$ cat src/rtl/imm_ext_if.sv
// Decode-side bus for imm_ext_pipe: instruction/format in, immediate out, both valid/ready.
interface imm_ext_if #(
    parameter int XLEN  = 32,
    parameter int CNT_W = 8
);
    logic             in_valid;
    logic             in_ready;
    logic [31:0]      instr;
    logic [2:0]       imm_src;
    logic             out_valid;
    logic             out_ready;
    logic [XLEN-1:0]  imm;
    logic             imm_illegal;
    logic [CNT_W-1:0] err_cnt;

    modport master (
        output in_valid, instr, imm_src, out_ready,
        input  in_ready, out_valid, imm, imm_illegal, err_cnt
    );

    modport slave (
        input  in_valid, instr, imm_src, out_ready,
        output in_ready, out_valid, imm, imm_illegal, err_cnt
    );
endinterface

$ cat src/rtl/imm_ext_pipe.sv
// RV32I/RV64I immediate generator behind a 2-entry skid FIFO, with a saturating illegal-format counter.
// Define IMM_ZICSR_EN to decode imm_src 101 as the zero-extended CSR uimm (instr[19:15]).
module imm_ext_pipe #(
    parameter int XLEN  = 32,
    parameter int CNT_W = 8
) (
    input  logic      clk,
    input  logic      rst,
    imm_ext_if.slave  bus
);
    logic [31:0]      w_imm32;
    logic             w_ill;
    logic [XLEN-1:0]  w_imm;
    logic             w_push;
    logic             w_pop;

    logic [1:0]       r_cnt;
    logic             r_wptr;
    logic             r_rptr;
    logic [CNT_W-1:0] r_err;
    logic [XLEN-1:0]  r_imm [2];
    logic             r_ill [2];

    always_comb begin
        w_imm32 = '0;
        w_ill   = 1'b0;
        case (bus.imm_src)
            3'b000: w_imm32 = {{20{bus.instr[31]}}, bus.instr[31:20]};
            3'b001: w_imm32 = {{20{bus.instr[31]}}, bus.instr[31:25], bus.instr[11:7]};
            3'b010: w_imm32 = {{19{bus.instr[31]}}, bus.instr[31], bus.instr[7],
                               bus.instr[30:25], bus.instr[11:8], 1'b0};
            3'b011: w_imm32 = {bus.instr[31:12], 12'b0};
            3'b100: w_imm32 = {{11{bus.instr[31]}}, bus.instr[31], bus.instr[19:12],
                               bus.instr[20], bus.instr[30:21], 1'b0};
`ifdef IMM_ZICSR_EN
            3'b101: w_imm32 = {27'b0, bus.instr[19:15]};
`else
            3'b101: w_ill   = 1'b1;
`endif
            default: w_ill  = 1'b1;
        endcase
    end

    // Z-type has bit 31 clear, so one sign-extension covers every legal format.
    assign w_imm  = w_ill ? '0 : XLEN'($signed(w_imm32));

    assign bus.in_ready    = (r_cnt != 2'd2);
    assign bus.out_valid   = (r_cnt != 2'd0);
    assign bus.imm         = bus.out_valid ? r_imm[r_rptr] : '0;
    assign bus.imm_illegal = bus.out_valid ? r_ill[r_rptr] : 1'b0;
    assign bus.err_cnt     = r_err;

    assign w_push = bus.in_valid  && bus.in_ready;
    assign w_pop  = bus.out_valid && bus.out_ready;

    always_ff @(posedge clk) begin
        if (rst) begin
            r_cnt  <= 2'd0;
            r_wptr <= 1'b0;
            r_rptr <= 1'b0;
            r_err  <= '0;
        end else begin
            if (w_push) begin
                r_wptr <= ~r_wptr;
                if (w_ill && (r_err != '1))
                    r_err <= r_err + 1'b1;
            end
            if (w_pop)
                r_rptr <= ~r_rptr;
            r_cnt <= r_cnt + {1'b0, w_push} - {1'b0, w_pop};
        end
    end

    // Payload needs no reset: it is only observable through out_valid.
    always_ff @(posedge clk) begin
        if (!rst && w_push) begin
            r_imm[r_wptr] <= w_imm;
            r_ill[r_wptr] <= w_ill;
        end
    end
endmodule

$ cat src/flat_wrapper.sv
// flat-port wrapper written by rule: the top's interface ports become plain ports
module imm_ext_pipe_flat 
#(
    parameter int XLEN  = 32,
    parameter int CNT_W = 8
)
  (clk, rst, bus_in_valid, bus_instr, bus_imm_src, bus_out_ready, bus_in_ready, bus_out_valid, bus_imm, bus_imm_illegal, bus_err_cnt);
  imm_ext_if #(.XLEN(XLEN), .CNT_W(CNT_W)) bus_i ();
  input  logic clk;
  input  logic rst;
  input wire logic [$bits(bus_i.in_valid)-1:0] bus_in_valid;
  input wire logic [$bits(bus_i.instr)-1:0] bus_instr;
  input wire logic [$bits(bus_i.imm_src)-1:0] bus_imm_src;
  input wire logic [$bits(bus_i.out_ready)-1:0] bus_out_ready;
  output wire logic [$bits(bus_i.in_ready)-1:0] bus_in_ready;
  output wire logic [$bits(bus_i.out_valid)-1:0] bus_out_valid;
  output wire logic [$bits(bus_i.imm)-1:0] bus_imm;
  output wire logic [$bits(bus_i.imm_illegal)-1:0] bus_imm_illegal;
  output wire logic [$bits(bus_i.err_cnt)-1:0] bus_err_cnt;
  assign bus_i.in_valid = bus_in_valid;
  assign bus_i.instr = bus_instr;
  assign bus_i.imm_src = bus_imm_src;
  assign bus_i.out_ready = bus_out_ready;
  assign bus_in_ready = bus_i.in_ready;
  assign bus_out_valid = bus_i.out_valid;
  assign bus_imm = bus_i.imm;
  assign bus_imm_illegal = bus_i.imm_illegal;
  assign bus_err_cnt = bus_i.err_cnt;
  imm_ext_pipe #(.XLEN(XLEN), .CNT_W(CNT_W)) u_core (.clk(clk), .rst(rst), .bus(bus_i));
endmodule
$ cat config.mk
export PLATFORM = sky130hd
export DESIGN_NAME = imm_ext_pipe_flat
export DESIGN_NICKNAME = d
export VERILOG_FILES = /design/src/rtl/imm_ext_if.sv /design/src/rtl/imm_ext_pipe.sv /design/src/flat_wrapper.sv
export SDC_FILE = /design/constraint.sdc
export NUM_CORES = 1
export LEC_CHECK = 0
export BUFFER_PORTS_ARGS = -buffer_cell sky130_fd_sc_hd__buf_2
export CAP_MARGIN = 15
export CORE_MARGIN = 2
export CORE_UTILIZATION = 48
export CTS_CLUSTER_DIAMETER = 40
export DETAILED_ROUTE_END_ITERATION = 12
export PLACE_DENSITY = 0.75
export SLEW_MARGIN = 20
export SYNTH_ARGS = -nofsm -noshare
export SYNTH_HDL_FRONTEND = slang
export SYNTH_SLANG_ARGS = --single-unit
$ cat constraint.sdc
create_clock -name clk -period 8.5 [get_ports clk]
set_input_delay 1.275 -clock clk [delete_from_list [all_inputs] [get_ports clk]]
set_output_delay 1.275 -clock clk [all_outputs]
set_load 0.01 [all_outputs]
==> qor.txt <==
Diodes inserted -> 0
Post-CTS sizing -> 0
Yosys reg bits -> 79
Startpoint type of the worst setup path -> flip-flop
Post-DP HPWL -> 4744 um
Final Hold Vio Count -> 0
Drt pass-1 iters -> 5
Critical R2R Capture -> u_core.r_imm[1][26]
PD cells -> 257.8 nW/um2
Final period utilization -> 0.3721
Setup ws final -> 5.337 ns
Asr flop ratio synth -> 0
Gp weighted congestion -> 0.7651
Worst-Margin Slew -> 1.057 ns
Data required, critical path -> 7.22 ns
Critical path's slowest cell -> dfxtp_2
Yosys warning count -> 0
# Post-CTS Setup Buffers -> 0
Worst-case vdd ir drop -> 143.0 uV
Layout Skew -> 0.007712 ns
Critical path endpoint category -> primary output
CP top delay family -> flip-flops
Nets -> 403
Setup_tns -> 0 ns
Final min period -> 3.163 ns
Dpl cells -> 449
CP bufs+invs -> 1
Slowest stage delay, CP -> 1.03 ns
Slew HR -> 0.2956
P&R area growth vs syn -> 17.51%
Final wirelength -> 7143 um
Setup violators final -> 0
Std-Cell Rows -> 31
Worst reg-to-reg setup slack -> 6.79 ns
Overflow after GRT -> 0
Internal -> 757.3 uW
Die Wd -> 90.78 um
Worst Hold End -> u_core.bus.err_cnt[3]
Worst-path clk slew -> 0.08 ns
Layout cells sized above 1 -> 0.2623
Post-Syn Instances -> 294
Starting Density -> 0.4957
Commonest non-fill, non-tap cell in the layout -> buf_2
Routed len/inst -> 15.36 um
Post-synthesis sequential area ratio -> 0.6203
Worst hold path startpoint -> u_core.bus.err_cnt[3]
Clk pwr share -> 0.263
DRC viols -> 0
Comb pwr share -> 0.279
Vias in the first global route -> 2474
RSZ-0062 raised after global routing -> false
FF-to-FF path depth -> 4
Syn Area/Cell -> 12.29 um2
Arrival time at the worst endpoint -> 1.89 ns
First-pass GRT wire length -> 11640 um
Reg2reg start -> u_core.r_cnt[0]
CP Cell Sequence -> mux2i_1 -> nor2_1 -> buf_2
Max-slew violations -> 0
H-tree depth -> 3
Pin count of the biggest net entering global routing -> 34
MaxCap Viol Count -> 0
Critical path class -> flip-flop to primary output
CTS buffer count -> 9
Routed Antenna Nets -> 0
Count of cell types in the netlist -> 39
Total Routing Usage GR -> 0.1799
Final design utilization -> 0.5825
Max FO, Critical Path -> 33
CTS sink cnt -> 79
Worst slack, placed -> 5.474 ns
Part of the power in registers -> 0.458
Design Power -> 1.095 mW
Top_reg_cell synth -> edfxtp_1
Syn_nets -> 336
Hold bufs inserted after CTS -> 0
Worst skew pair latency -> 0.34 ns
Via Count -> 2503
Hold path depth -> 2
Fin cells -> 465
Vias/cell -> 5.383
Initial antenna violation count -> 0
CTS tree -> yes
Port-buffer cells -> 74
Leak -> 1.683 nW
Most frequent cells in the layout -> 74 x buf_2, 66 x edfxtp_1, 42 x nor2_1
Clk buf depth -> 2
Root buf cell -> clkbuf_8
Die height -> 90.78 um
DR iter-0 viols -> 147
Status -> completed
Die footprint -> 8241 um2
Core ar. -> 7292 um2
Number of synthesized flops with an enable pin -> 66
Worst min path class -> flip-flop to flip-flop
Sw frac -> 0.3083
Synth Cell Area -> 3615 um2
FMAX -> 0.3162 GHz
I/O pin count -> 82
P_sw -> 337.6 uW
## worst min-delay path: stages, from the launching register on
cell,delay [ns]
dfxtp_1,0.34
o31ai_1,0.07
a21oi_1,0.05
## how the worst max path moves through the flow
stage                               end  slack, ns  cells past startpoint
global placement    u_core.r_imm[0][25]       5.47                      4
CTS                          bus_imm[2]       5.30                      3
global route                bus_imm[20]       5.16                      3
finish                      bus_imm[27]       5.34                      3
detailed placement  u_core.r_imm[1][30]       5.47                      4
floorplan               u_core.r_ill[1]       4.18                      2
## per-layer routing
metal | share of wire | global-route usage | wire length, um | up-vias
met2 | 0.48 | 0.2973 | 3456 | 75
met3 | 0.046 | 0.03172 | 330 | 9
met1 | 0.46 | 0.2357 | 3255 | 1205
met4 | 0.014 | 0.07323 | 100 | 0
li1 | - | - | - | 1214
met5 | 0 | 0 | 0 | -
## state kept, by name, summed over array words and instances (netlist names), named ones only
| signal | cells |
|---|---|
| u_core.r_wptr | 1 |
| u_core.r_imm | 64 |
| u_core.bus.err_cnt | 8 |
| u_core.r_cnt | 2 |
| u_core.r_ill | 2 |
| u_core.r_rptr | 1 |
## cell usage after synthesis, types with 3 or more instances
library cell / instances / share of area
nor2_1: 43 / 0.045
a21oi_1: 24 / 0.033
nand2_1: 5 / 0.0052
o31ai_1: 4 / 0.0083
ha_1: 3 / 0.010
edfxtp_1: 66 / 0.55
nor2b_1: 14 / 0.024
or4_1: 4 / 0.0083
buf_2: 9 / 0.012
mux2i_1: 38 / 0.11
inv_1: 7 / 0.0073
clkbuf_1: 8 / 0.0083
o22ai_1: 8 / 0.014
a21o_1: 11 / 0.023
o32ai_1: 5 / 0.012
dfxtp_1: 13 / 0.072
## through the flow
step | cell area (um2) | hold slack (ns)
2_1_floorplan | 3615 | 0.4812
3_3_place_gp | 4044 | 0.4715
3_5_place_dp | 4044 | 0.4910
4_1_cts | 4248 | 0.5035
5_1_grt | 4248 | 0.5162
6_report | 4248 | 0.5053
## power groups by stage
stage               Clock (mW)  Combinational [mW]  Sequential, mW
floorplan                    0               0.219           0.482
global placement             0               0.303           0.509
detailed placement           0               0.310           0.510
CTS                      0.293               0.311           0.502
global route             0.306               0.341           0.508
finish                   0.288               0.306           0.501
## cell families after synthesis
logic type                 share of synthesized area
AOI/OAI and AO/OA                            0.09761
muxes                                         0.1083
and+or+nand+nor                               0.1156
xor gates and xnor gates                    0.009694
adders and majority gates                    0.01315
buffers and inverters                        0.03531
DFF                                           0.6203
## layout make-up
| cell class | instances | area (um2) |
|---|---|---|
| inverter | 7 | 26.28 |
| clock buffer | 11 | 131.4 |
| multi-input combinational | 187 | 1257 |
| timing repair buffer | 77 | 392.9 |
| clock inverter | 5 | 72.57 |
| sequential | 79 | 2243 |
| fill | 641 | 3044 |
| tap | 99 | 123.9 |
No activity file was read; power rests on OpenSTA's default activity.
